--- src/rtl/adma_sequencer.sv ---
// ADMA descriptor sequencer: walks a chain of 96-bit descriptors, launching data transfers.
// Latency: start->fetch_req 1 cycle, fetch_ack->xfer_start 1 cycle; stalls on fetch_ack/xfer_done.
module adma_sequencer #(
  parameter int MAX_LINKS  = 8,
  parameter int DESC_BYTES = 12
) (
  input  logic        clk,
  input  logic        reset,
  input  logic        start,
  input  logic [63:0] desc_base,
  input  logic        stop,
  output logic        fetch_req,
  output logic [63:0] fetch_addr,
  input  logic        fetch_ack,
  input  logic [95:0] fetch_desc,
  output logic        xfer_start,
  output logic [63:0] xfer_addr,
  output logic [16:0] xfer_len,
  input  logic        xfer_done,
  output logic        busy,
  output logic        done,
  output logic        irq,
  output logic        error,
  output logic        aborted,
  output logic [15:0] desc_count
);

  localparam int LW = $clog2(MAX_LINKS + 1);

  typedef enum logic [2:0] {IDLE, FETCH, DECODE, XFER, FINISH, FAULT} state_t;

  state_t        state, state_nx;
  logic [63:0]   desc_ptr;
  logic [95:0]   desc_q;
  logic [LW-1:0] link_cnt, link_inc;

  logic        d_valid, d_end, d_int;
  logic [1:0]  d_act;
  logic [15:0] d_len;
  logic [63:0] d_addr;
  logic [16:0] len_full;
  logic        start_ok, ack_ok, complete, link_take, link_clr, set_err;
  logic        unused_desc;

  assign d_valid     = desc_q[0];
  assign d_end       = desc_q[1];
  assign d_int       = desc_q[2];
  assign d_act       = desc_q[5:4];
  assign d_len       = desc_q[31:16];
  assign d_addr      = desc_q[95:32];
  assign unused_desc = ^{desc_q[15:6], desc_q[3]};
  assign link_inc    = link_cnt + LW'(1);
  // A zero length field encodes the full 64 KiB transfer.
  assign len_full    = (d_len == 16'd0) ? 17'h10000 : {1'b0, d_len};

  assign busy       = (state != IDLE);
  assign fetch_req  = (state == FETCH);
  assign fetch_addr = fetch_req ? desc_ptr : 64'd0;
  assign xfer_addr  = (xfer_start || state == XFER) ? d_addr : 64'd0;
  assign xfer_len   = (xfer_start || state == XFER) ? len_full : 17'd0;

  always_ff @(posedge clk or negedge reset) begin
    if (!reset) state <= IDLE;
    else        state <= state_nx;
  end

  always_comb begin
    state_nx   = state;
    start_ok   = 1'b0;
    ack_ok     = 1'b0;
    complete   = 1'b0;
    link_take  = 1'b0;
    link_clr   = 1'b0;
    set_err    = 1'b0;
    xfer_start = 1'b0;
    done       = 1'b0;
    case (state)
      IDLE: if (start) begin
        start_ok = 1'b1;
        state_nx = FETCH;
      end
      FETCH: if (fetch_ack) begin
        ack_ok   = 1'b1;
        state_nx = DECODE;
      end
      DECODE: begin
        if (!d_valid) state_nx = FAULT;
        else if (d_act == 2'b10) begin
          xfer_start = 1'b1;
          link_clr   = 1'b1;
          state_nx   = XFER;
        end else if (d_act == 2'b11) begin
          link_take = 1'b1;
          if (link_inc == LW'(MAX_LINKS)) state_nx = FAULT;
          else if (d_end)                 state_nx = FINISH;
          else                            state_nx = FETCH;
        end else complete = 1'b1;
      end
      XFER:   if (xfer_done) complete = 1'b1;
      FINISH: begin
        done     = 1'b1;
        state_nx = IDLE;
      end
      FAULT: begin
        set_err  = 1'b1;
        state_nx = IDLE;
      end
      default: state_nx = IDLE;
    endcase
    if (complete) state_nx = d_end ? FINISH : FETCH;
    // Abort wins over any same-cycle completion event.
    if (stop && state != IDLE) begin
      state_nx   = IDLE;
      ack_ok     = 1'b0;
      complete   = 1'b0;
      link_take  = 1'b0;
      link_clr   = 1'b0;
      set_err    = 1'b0;
      xfer_start = 1'b0;
      done       = 1'b0;
    end
  end

  always_ff @(posedge clk or negedge reset) begin
    if (!reset) begin
      desc_ptr   <= 64'd0;
      desc_q     <= 96'd0;
      link_cnt   <= '0;
      desc_count <= 16'd0;
      irq        <= 1'b0;
      error      <= 1'b0;
      aborted    <= 1'b0;
    end else begin
      irq     <= complete & d_int;
      aborted <= stop && (state != IDLE);
      if (start_ok) begin
        desc_ptr   <= desc_base;
        desc_count <= 16'd0;
        error      <= 1'b0;
        link_cnt   <= '0;
      end
      if (ack_ok) begin
        desc_q <= fetch_desc;
        if (desc_count != 16'hFFFF) desc_count <= desc_count + 16'd1;
      end
      if (link_take) begin
        desc_ptr <= d_addr;
        link_cnt <= link_inc;
      end
      if (link_clr) link_cnt <= '0;
      if (complete && !d_end) desc_ptr <= desc_ptr + 64'(DESC_BYTES);
      if (set_err) error <= 1'b1;
    end
  end

endmodule

--- config.mk ---
export PLATFORM = sky130hd
export DESIGN_NAME = adma_sequencer
export DESIGN_NICKNAME = d
export VERILOG_FILES = /design/src/rtl/adma_sequencer.sv
export SDC_FILE = /design/constraint.sdc
export NUM_CORES = 1
export LEC_CHECK = 0
export ABC_CLOCK_PERIOD_IN_PS = 5100
export CORE_MARGIN = 2
export CORE_UTILIZATION = 41
export CTS_CLUSTER_DIAMETER = 120
export DETAILED_ROUTE_END_ITERATION = 10
export PLACE_DENSITY = 0.82
export SLEW_MARGIN = 25
export SYNTH_ARGS = -nofsm -noshare
export SYNTH_HDL_FRONTEND = slang
export SYNTH_SLANG_ARGS = --single-unit
--- constraint.sdc ---
create_clock -name clk -period 5.1 [get_ports clk]
set_input_delay 0.51 -clock clk [delete_from_list [all_inputs] [get_ports clk]]
set_output_delay 0.51 -clock clk [all_outputs]
set_load 0.03 [all_outputs]
==> results of run 1 <==
[area by class of cell]
cell class	instances	area, sq um
Tap cell	324	405
Clock buffer	17	425
Clock inverter	15	170
Multi-Input combinational cell	960	5410
Sequential cell	175	4380
Inverter	12	45.0
Fill cell	2077	9990
Timing Repair Buffer	335	3350
[stage by stage]
| stage | worst slack [ns] | cells | hold slack (ns) |
|---|---|---|---|
| after global routing | 0.508 | 1838 | 0.117 |
| after floorplan | 1.82 | 1227 | 0.214 |
| after detailed placement | 1.21 | 1806 | 0.477 |
| after global placement | 1.28 | 1806 | 0.461 |
| final | 0.727 | 1838 | 0.0723 |
| after CTS | 0.717 | 1838 | 0.0953 |
[cell families (layout without fill, tap and decap cells)]
| logic type | count (synthesis) | in the layout | synth area share (%) |
|---|---|---|---|
| flip-flops | 175 | 175 | 43.5 |
| AND/OR/NAND/NOR | 717 | 717 | 35.7 |
| AO/OA/AOI/OAI | 212 | 212 | 14.2 |
| XOR/XNOR | 13 | 13 | 1.13 |
| multiplexers | 15 | 15 | 1.59 |
| buffers and inverters | 92 | 379 | 3.52 |
| adder cells (fa/ha/maj) | 3 | 3 | 0.373 |
[cells in the mapped netlist (11+ instances only)]
cell      instances
o21ai_0          35
buf_1            11
inv_1            12
nor2_1           52
nor4_1           20
clkbuf_1         62
and3_1           18
nand2_1         316
a21oi_1          32
nor2b_1          81
dfrtp_1         175
nand4_1          23
and2_1           62
a311oi_1         11
nor3_1           50
a31oi_1          14
and4_1           14
a211oi_1         25
o22ai_1          42
nand3_1          32
[power by group through the flow]
stage	clock network, mW	registers, mW	logic, mW
6_report	1.33	2.67	3.51
5_1_grt	1.41	2.77	3.78
4_1_cts	1.35	2.64	3.51
3_5_place_dp	0	2.66	3.49
3_3_place_gp	0	2.63	3.43
2_1_floorplan	0	2.43	2.27
[sequential cells by signal, indices dropped and copies added (netlist names)]
signal,cells
aborted,1
desc_count,16
desc_ptr,64
desc_q,85
error,1
irq,1
link_cnt,4
state,3
[metal layers]
| layer | up-vias | share of wire (%) | global-route usage (%) |
|---|---|---|---|
| met3 | 83 | 7.3 | 6.22 |
| li1 | 4884 | - | - |
| met4 | 0 | 3.1 | 11.1 |
| met2 | 453 | 49 | 44.5 |
| met1 | 4996 | 41 | 33.7 |
| met5 | - | 0 | 0 |
[worst max path at each step]
stage / start / to / slack [ns] / cells past startpoint
2_1_floorplan: state[0] / xfer_len[10] / 1.82 / 6
3_3_place_gp: state[1] / xfer_addr[50] / 1.28 / 6
3_5_place_dp: state[1] / xfer_addr[59] / 1.21 / 6
4_1_cts: state[1] / xfer_addr[59] / 0.72 / 6
5_1_grt: state[1] / xfer_addr[58] / 0.51 / 6
6_report: state[1] / xfer_addr[50] / 0.73 / 6
==> run metrics, run 1 <==
required time worst endpoint=4.59 ns; All-Layer GR Usage=26.8%; vias=10400; Worst Path Class, Setup=reg -> out; Inserted Clock Buffers=17; Worst Path Max Fanout=51; Flop pwr share=35.5%; setup repair after global routing missed its margin=no; Net Count, Synth=1396; Worst Skew=0.0207 ns; fin. max-slew vios=0; f_max=229 MHz; leakage power=5.76 nW; Rel. slew slack=30.9%; utilization after layout=58.7%; First DRT Iteration DRCs=721; worst r2r dst=desc_ptr[35]; commonest non-fill, non-tap cells in the layout=clkdlybuf4s50_1, nand2_1, dfrtp_1; fin crit share=85.7%; CTS tree=built; Final Hold Vio Count=0; largest net degree at the start of global routing=92; Final TNS setup=0 ns; status=finished clean; # H-tree levels=4; Synth area leaders=dfrtp_1, nand2_1, nor2b_1; PD cells=529 nW/um^2; WL final=35000 um; routability cong.=0.845; synthesis warning total=0; max capacitance violation total=0; GRT overflow=0; Initial Util=41.6%; crit path cell chain=or3b_2 > nor3_1 > a31oi_4 > buf_12 > nor2b_1 > clkdlybuf4s50_1; area leader, netlist=dfrtp_1; Mean Syn Cell Area=8.20 sq um; CP max stage cell=clkdlybuf4s50_1; Worst-Margin Slew=1.03 ns; cells on worst reg2reg path=5; EDFF count, synth=0; Via density=5.67; Placeable Area=24200 sq um; CTS Buffer Depth=2; setup violators final=0; chip width=161 um; combinational power share=46.8%; Hold-fix buffers, CTS=0; register area share after synthesis=43.5%; Buf/Inv on CP=2; ys async rst share=100%; Hold Path Class=in -> async; Final Cell Area=14200 sq um; CP Launch Type=flop; TritonRoute pass-1 iters=5; Mapped Cells=1227; PostCTS Resize Cnt=0; drt drc=0; Synth Cell Area=10100 sq um; initial antenna violation count=0; CP Data Arrival Time=3.86 ns; commonest non-fill, non-tap cell in the layout=clkdlybuf4s50_1; FF-to-FF setup slack=1.97 ns; minimum clock period after layout=4.37 ns; vias in the first global route=10200; dpl cell area=13600 sq um; boundary pin count=334; Clk pwr share=17.7%; post-layout net count=1670; total power=7.50 mW; Die Y=161 um; Primary FF master, synth=dfrtp_1; Sw Pwr=3.38 mW; FP Rows=57; synth unique cells=68; Avg WL per Cell=19.1 um; clk_lat worst skew=0.45 ns; Final ANT Viol Nets=0; root buffer cell=clkbuf_16; layout cells sized above 1=5.35%; synthesized flop and latch total=175; Worst setup EP type=primary output; internal power=4.11 mW; IO Port Bufs=322; Post-CTS Repair Setup Buffers=0; die area=25800 sq um; Reg clk slew, reported paths=0.07 ns; clk sinks=175; Inserted Diodes=0; first-pass GRT wire length=54800 um; synthesis-to-finish area growth=41.0%; Switching Share=45.1%; top-area cell type share of the netlist area=43.5%; slowest cell delay on critical path=0.70 ns; Detail Placement HPWL=24200 um; CP top delay family=simple AND/OR/NAND/NOR gates; maximum VDD drop=0.000212 V; FF-to-FF Start=state[1]
No activity file was read; power rests on OpenSTA's default activity.
==> run 2: changes to the inputs <==
--- a/config.mk
+++ b/config.mk
@@ -6,6 +6,7 @@
 export NUM_CORES = 1
 export LEC_CHECK = 0
 export ABC_CLOCK_PERIOD_IN_PS = 5100
+export CAP_MARGIN = 20
 export CORE_MARGIN = 2
 export CORE_UTILIZATION = 41
 export CTS_CLUSTER_DIAMETER = 120
==> constraint.sdc (replaced) <==
create_clock -name clk -period 5.1 [get_ports clk]
set_input_delay 0.51 -clock clk [delete_from_list [all_inputs] [get_ports clk]]
set_output_delay 0.51 -clock clk [all_outputs]
set_load 0.02 [all_outputs]
==> run 2 against run 1 <==
Compared with the run above: critical path depth unchanged; clock power increased by 3%; count of clock-buffer cells in the layout unchanged; sequential share of layout area decreased by 0.095 points; flip-flop and latch count unchanged; critical endpoint is now xfer_addr[62].
==> run metrics, run 2 (synthesis results as in run 1) <==
fin. max-slew vios=0 (unchanged); Hold Path Class=in -> async; FP Rows=57 (unchanged); boundary pin count=334 (unchanged); First DRT Iteration DRCs=697 (-3.3%); maximum VDD drop=0.000241 V (+14%); Hold-fix buffers, CTS=0 (unchanged); Worst Path Class, Setup=reg -> out; CP Data Arrival Time=3.77 ns (-0.09 ns); fin crit share=84.0% (-1.7 points); fin cells=1840 (+0.11%); routability cong.=0.856 (+1.4%); WL final=35300 um (+0.70%); Inserted Diodes=0 (unchanged); FF-to-FF Start=state[1]; required time worst endpoint=4.59 ns (about the same); Rel. slew slack=29.4% (-1.5 points); multi-input logic area=5410 sq um (about the same); commonest non-fill, non-tap cells in the layout=clkdlybuf4s50_1, nand2_1, dfrtp_1; Via density=5.67 (about the same); DP Worst Slack=1.31 ns (+0.100 ns); Placeable Area=24200 sq um (unchanged); chip width=161 um (unchanged); Fill cells=2065 (-0.58%); vias in the first global route=10100 (-0.58%); Final Hold Vio Count=0 (unchanged); # H-tree levels=4 (unchanged); TritonRoute pass-1 iters=5 (unchanged); Final TNS setup=0 ns (unchanged); synthesis-to-finish area growth=41.4%; cells on worst reg2reg path=6 (+1); FF-to-FF setup slack=1.93 ns (-0.04 ns); Inserted Clock Buffers=17 (unchanged); GRT overflow=0 (unchanged); f_max=233 MHz (+2.1%); post-layout net count=1672 (+0.12%); minimum clock period after layout=4.28 ns (-0.0886 ns); drt drc=0 (unchanged); worst r2r dst=desc_ptr[59]; IO Port Bufs=322 (unchanged); Worst Path Max Fanout=51 (unchanged); vias=10400 (+0.11%); All-Layer GR Usage=26.8% (+0.076 points); die area=25800 sq um (unchanged); Worst setup EP type=primary output; setup violators final=0 (unchanged); max capacitance violation total=0 (unchanged); status=finished clean; top flop regs=desc_q x85, desc_ptr x64, desc_count x16; Avg WL per Cell=19.2 um (+0.59%); Largest register FFs=85 (unchanged); Final ANT Viol Nets=0 (unchanged); Placed Cells incl. Taps=1807 (+0.055%); Worst Skew=0.0153 ns (-0.00539 ns); layout cells sized above 1=5.47% (+0.12 points); clk_lat worst skew=0.44 ns (about the same); PD cells=514 nW/um^2 (-2.7%); setup repair after global routing missed its margin=no; CP Launch Type=flop; Worst-Margin Slew=1.06 ns (+0.0262 ns); largest net degree at the start of global routing=91 (-1.1%); Reg clk slew, reported paths=0.08 ns (about the same); Detail Placement HPWL=24400 um (+0.93%); Post-CTS Repair Setup Buffers=0 (unchanged); Initial Util=41.6% (unchanged); initial antenna violation count=0 (unchanged); Reg area=4380 sq um (unchanged); Top reg by flops=desc_q; root buffer cell=clkbuf_16; CTS Buffer Depth=2 (unchanged); first-pass GRT wire length=55000 um (+0.30%); commonest non-fill, non-tap cell in the layout=clkdlybuf4s50_1; PostCTS Resize Cnt=0 (unchanged); CTS tree=built; leakage power=5.79 nW (+0.53%); final setup margin=0.816 ns (+0.0886 ns); clk sinks=175 (unchanged); Die Y=161 um (unchanged)
## run 2: changes by cell type in the layout (fill, tap and decap cells not counted), sizes merged
cell / delta
clkinv: -2
bufinv: +1
inv: +1
buf: +2
## run 2: cell type report
cell class	count	share of cell area, %
multi-input combinational	960	38.0
inverter	12	0.317
timing repair buffer	337	23.7
clock buffer	17	2.99
clock inverter	15	1.35
tap	324	2.85
sequential	175	30.8
## run 2: critical path, stage by stage, from the launching register on
cell             delay (ns)
dfrtp_1                0.67
or3b_2                 0.59
nor3_1                 0.58
a31oi_4                0.31
buf_12                 0.35
nor2b_1                0.16
clkdlybuf4s50_1        0.62
## run 2: layer usage
layer | GRT usage (%) | vias up | share of wire, %
li1 | - | 4871 | -
met2 | 46.2 | 452 | 49
met5 | 0 | - | 0
met3 | 4.86 | 65 | 6.9
met1 | 34.3 | 5039 | 41
met4 | 8.68 | 0 | 2.3
## run 2: worst max path at each step
stage / start / to / slack, ns / cells past startpoint
2_1_floorplan: state[0] / xfer_len[10] / 2.19 / 6
3_3_place_gp: state[1] / xfer_addr[50] / 1.32 / 6
3_5_place_dp: state[1] / xfer_addr[37] / 1.31 / 6
4_1_cts: state[1] / xfer_addr[37] / 0.82 / 6
5_1_grt: state[1] / xfer_addr[62] / 0.56 / 6
6_report: state[1] / xfer_addr[62] / 0.82 / 6
## run 2: where the power goes
| part | internal [mW] | switching [mW] |
|---|---|---|
| clock | 0.711 | 0.664 |
| combinational | 1.49 | 1.79 |
| sequential | 1.97 | 0.699 |
| total | 4.17 | 3.15 |
## run 2: stage by stage
| stage | power (mW) | area [sq um] | utilization (%) | hold WS (ns) |
|---|---|---|---|---|
| 2_1_floorplan | 4.45 | 10100 | - | 0.214 |
| 6_report | 7.32 | 14200 | 58.9 | 0.0980 |
| 4_1_cts | 7.32 | 14200 | 58.7 | 0.117 |
| 3_3_place_gp | 5.82 | 13600 | 56.2 | 0.459 |
| 5_1_grt | 7.76 | 14200 | 58.9 | 0.144 |
| 3_5_place_dp | 5.93 | 13600 | 56.2 | 0.465 |
==> run 3: changes to the inputs <==
--- a/config.mk
+++ b/config.mk
@@ -5,13 +5,13 @@
 export SDC_FILE = /design/constraint.sdc
 export NUM_CORES = 1
 export LEC_CHECK = 0
-export ABC_CLOCK_PERIOD_IN_PS = 5100
+export ABC_CLOCK_PERIOD_IN_PS = 3900
 export CAP_MARGIN = 20
 export CORE_MARGIN = 2
 export CORE_UTILIZATION = 41
 export CTS_CLUSTER_DIAMETER = 120
 export DETAILED_ROUTE_END_ITERATION = 10
-export PLACE_DENSITY = 0.82
+export PLACE_DENSITY = 0.85
 export SLEW_MARGIN = 25
 export SYNTH_ARGS = -nofsm -noshare
 export SYNTH_HDL_FRONTEND = slang
==> constraint.sdc (replaced) <==
create_clock -name clk -period 3.9 [get_ports clk]
set_input_delay 0.39 -clock clk [delete_from_list [all_inputs] [get_ports clk]]
set_output_delay 0.39 -clock clk [all_outputs]
set_load 0.02 [all_outputs]
==> run 3 against run 2 <==
Compared with the run above: clock skew decreased by 0.0012 ns; worst hold slack got worse by 0.066 ns; design area increased by 0.52%; global-route usage grew 0.57 points; via count grew 1.9%; flip-flop and latch count stayed put; worst setup slack got worse by 0.57 ns; final cell count up 0.76%; sequential share of layout area is 0.16 points lower; combinational power is 32% higher; clock power increased by 26%; non-clock buffer count rose by 14; critical endpoint is now xfer_addr[17]; highest routed layer unchanged.
==> run metrics, run 3 (synthesis results as in run 1) <==
CP Launch Type=flop; Buf/Inv on CP=2 (unchanged); die area=25800 sq um (unchanged); Worst path depth=6 (unchanged); Worst setup EP type=primary output; FF-to-FF setup slack=0.79 ns (-1.14 ns); CP top delay family=simple AND/OR/NAND/NOR gates; root buffer cell=clkbuf_16; All-Layer GR Usage=27.4% (+0.57 points); Die Y=161 um (unchanged); Clk pwr share=18.1% (-0.7 points); PD cells=668 nW/um^2 (+30%); Largest register FFs=85 (unchanged); CTS Buffer Depth=2 (unchanged); Hold Path Class=in -> async; first-pass GRT wire length=56400 um (+2.6%); Final TNS setup=0 ns (unchanged); WHS=0.0316 ns (-0.0664 ns); maximum VDD drop=0.000388 V (+61%); largest net degree at the start of global routing=103 (+13%); Reg clk slew, reported paths=0.08 ns (about the same); vias in the first global route=10600 (+4.7%); Initial Util=41.6% (unchanged); required time worst endpoint=3.51 ns (-1.08 ns); internal power=5.42 mW (+30%); final setup margin=0.248 ns (-0.568 ns); DP Worst Slack=0.567 ns (-0.739 ns); First DRT Iteration DRCs=671 (-3.7%); leakage power=5.85 nW (+1.1%); commonest non-fill, non-tap cells in the layout=clkdlybuf4s50_1, nand2_1, dfrtp_1; Hold-fix buffers, CTS=0 (unchanged); Worst-Margin Slew=0.921 ns (-0.137 ns); Final ANT Viol Nets=0 (unchanged); boundary pin count=334 (unchanged); setup violators final=0 (unchanged); # H-tree levels=4 (unchanged); status=finished clean; Top reg by flops=desc_q; max capacitance violation total=0 (unchanged); crit path cell chain=or3b_2 > nor3_2 > a31oi_4 > buf_6 > nor2b_1 > clkdlybuf4s50_1; Inserted Diodes=0 (unchanged); clk_lat worst skew=0.44 ns (about the same); Sw Pwr=4.15 mW (+32%); clk sinks=175 (unchanged); Final Hold Vio Count=0 (unchanged); IO Port Bufs=322 (unchanged); Fill cells=2060 (-0.24%); combinational power share=45.3% (+0.5 points); chip width=161 um (unchanged); commonest non-fill, non-tap cell in the layout=clkdlybuf4s50_1; Avg WL per Cell=19.2 um (about the same); f_max=274 MHz; CP max stage cell=or3b_2; TritonRoute pass-1 iters=5 (unchanged); Worst Skew=0.0141 ns (-0.00122 ns); Worst Path Max Fanout=81 (+59%); synthesis-to-finish area growth=42.2%; top flop regs=desc_q x85, desc_ptr x64, desc_count x16; CTS tree=built; Placed Cells incl. Taps=1821 (+0.77%); layout cells sized above 1=6.34% (+0.86 points); routability cong.=0.872 (+1.8%); Worst Path Class, Setup=reg -> out; slowest cell delay on critical path=0.65 ns (-0.02 ns); drt drc=0 (unchanged); Inserted Clock Buffers=17 (unchanged); vias=10600 (+1.9%); CP Data Arrival Time=3.26 ns (-0.51 ns); minimum clock period after layout=3.65 ns; FP Rows=57 (unchanged); cells on worst reg2reg path=6 (unchanged); Switching Share=43.4% (+0.32 points); WL final=35600 um (+0.81%); Rel. slew slack=38.3% (+8.9 points); fin crit share=93.6%; initial antenna violation count=0 (unchanged); setup repair after global routing missed its margin=no; fin. max-slew vios=0 (unchanged); fin cells=1854 (+0.76%); Placeable Area=24200 sq um (unchanged); Flop pwr share=36.6% (+0.2 points); GRT overflow=0 (unchanged); Via density=5.73 (+1.1%); Detail Placement HPWL=25300 um (+3.5%); post-layout net count=1686 (+0.84%)
==> run 3: path summary, 6_finish.rpt <==
kind / startpoint / endpoint
min: reset / desc_count[6]
max: state[0] / xfer_addr[17]
max in group asynchronous: reset / desc_ptr[34]
min reg2reg: desc_q[2] / desc_q[2]
max reg2reg: state[1] / desc_ptr[39]
min in group clk: fetch_desc[22] / desc_q[22]
==> run 3: cell type report <==
| cell class | count | area, sq um | share of cell area (%) |
|---|---|---|---|
| Clock buffer | 17 | 425 | 2.97 |
| Clock inverter | 15 | 166 | 1.16 |
| Inverter | 12 | 45.0 | 0.315 |
| Multi-Input combinational cell | 960 | 5400 | 37.8 |
| Sequential cell | 175 | 4380 | 30.6 |
| Tap cell | 324 | 405 | 2.83 |
| Timing Repair Buffer | 351 | 3480 | 24.3 |
==> run 3: what timing repair did <==
item / in CTS / in global routing
resized for setup: 0 / 2
setup buffers: 0 / 0
endpoints found under the setup margin: 0 / 81
==> run 3: power by group through the flow <==
stage	logic, mW	clock network (mW)	registers [mW]
CTS	4.30	1.76	3.46
finish	4.33	1.73	3.50
detailed placement	4.28	0	3.49
floorplan	2.66	0	3.17
global placement	4.17	0	3.44
global route	4.68	1.82	3.61
==> run 3: metal layers <==
metal	vias to the layer above	wire length (um)	track usage (%)
met1	5106	14100	33.7
met2	540	17300	46.3
met5	-	0	0
li1	4896	-	-
met3	81	3080	6.35
met4	0	1080	11.7
==> run 3: stage by stage <==
| stage | util [%] | power, mW | cell area (sq um) |
|---|---|---|---|
| global route | 59.2 | 10.1 | 14300 |
| CTS | 59.0 | 9.52 | 14300 |
| floorplan | - | 5.82 | 10100 |
| finish | 59.2 | 9.56 | 14300 |
| detailed placement | 56.6 | 7.77 | 13700 |
| global placement | 56.6 | 7.61 | 13700 |
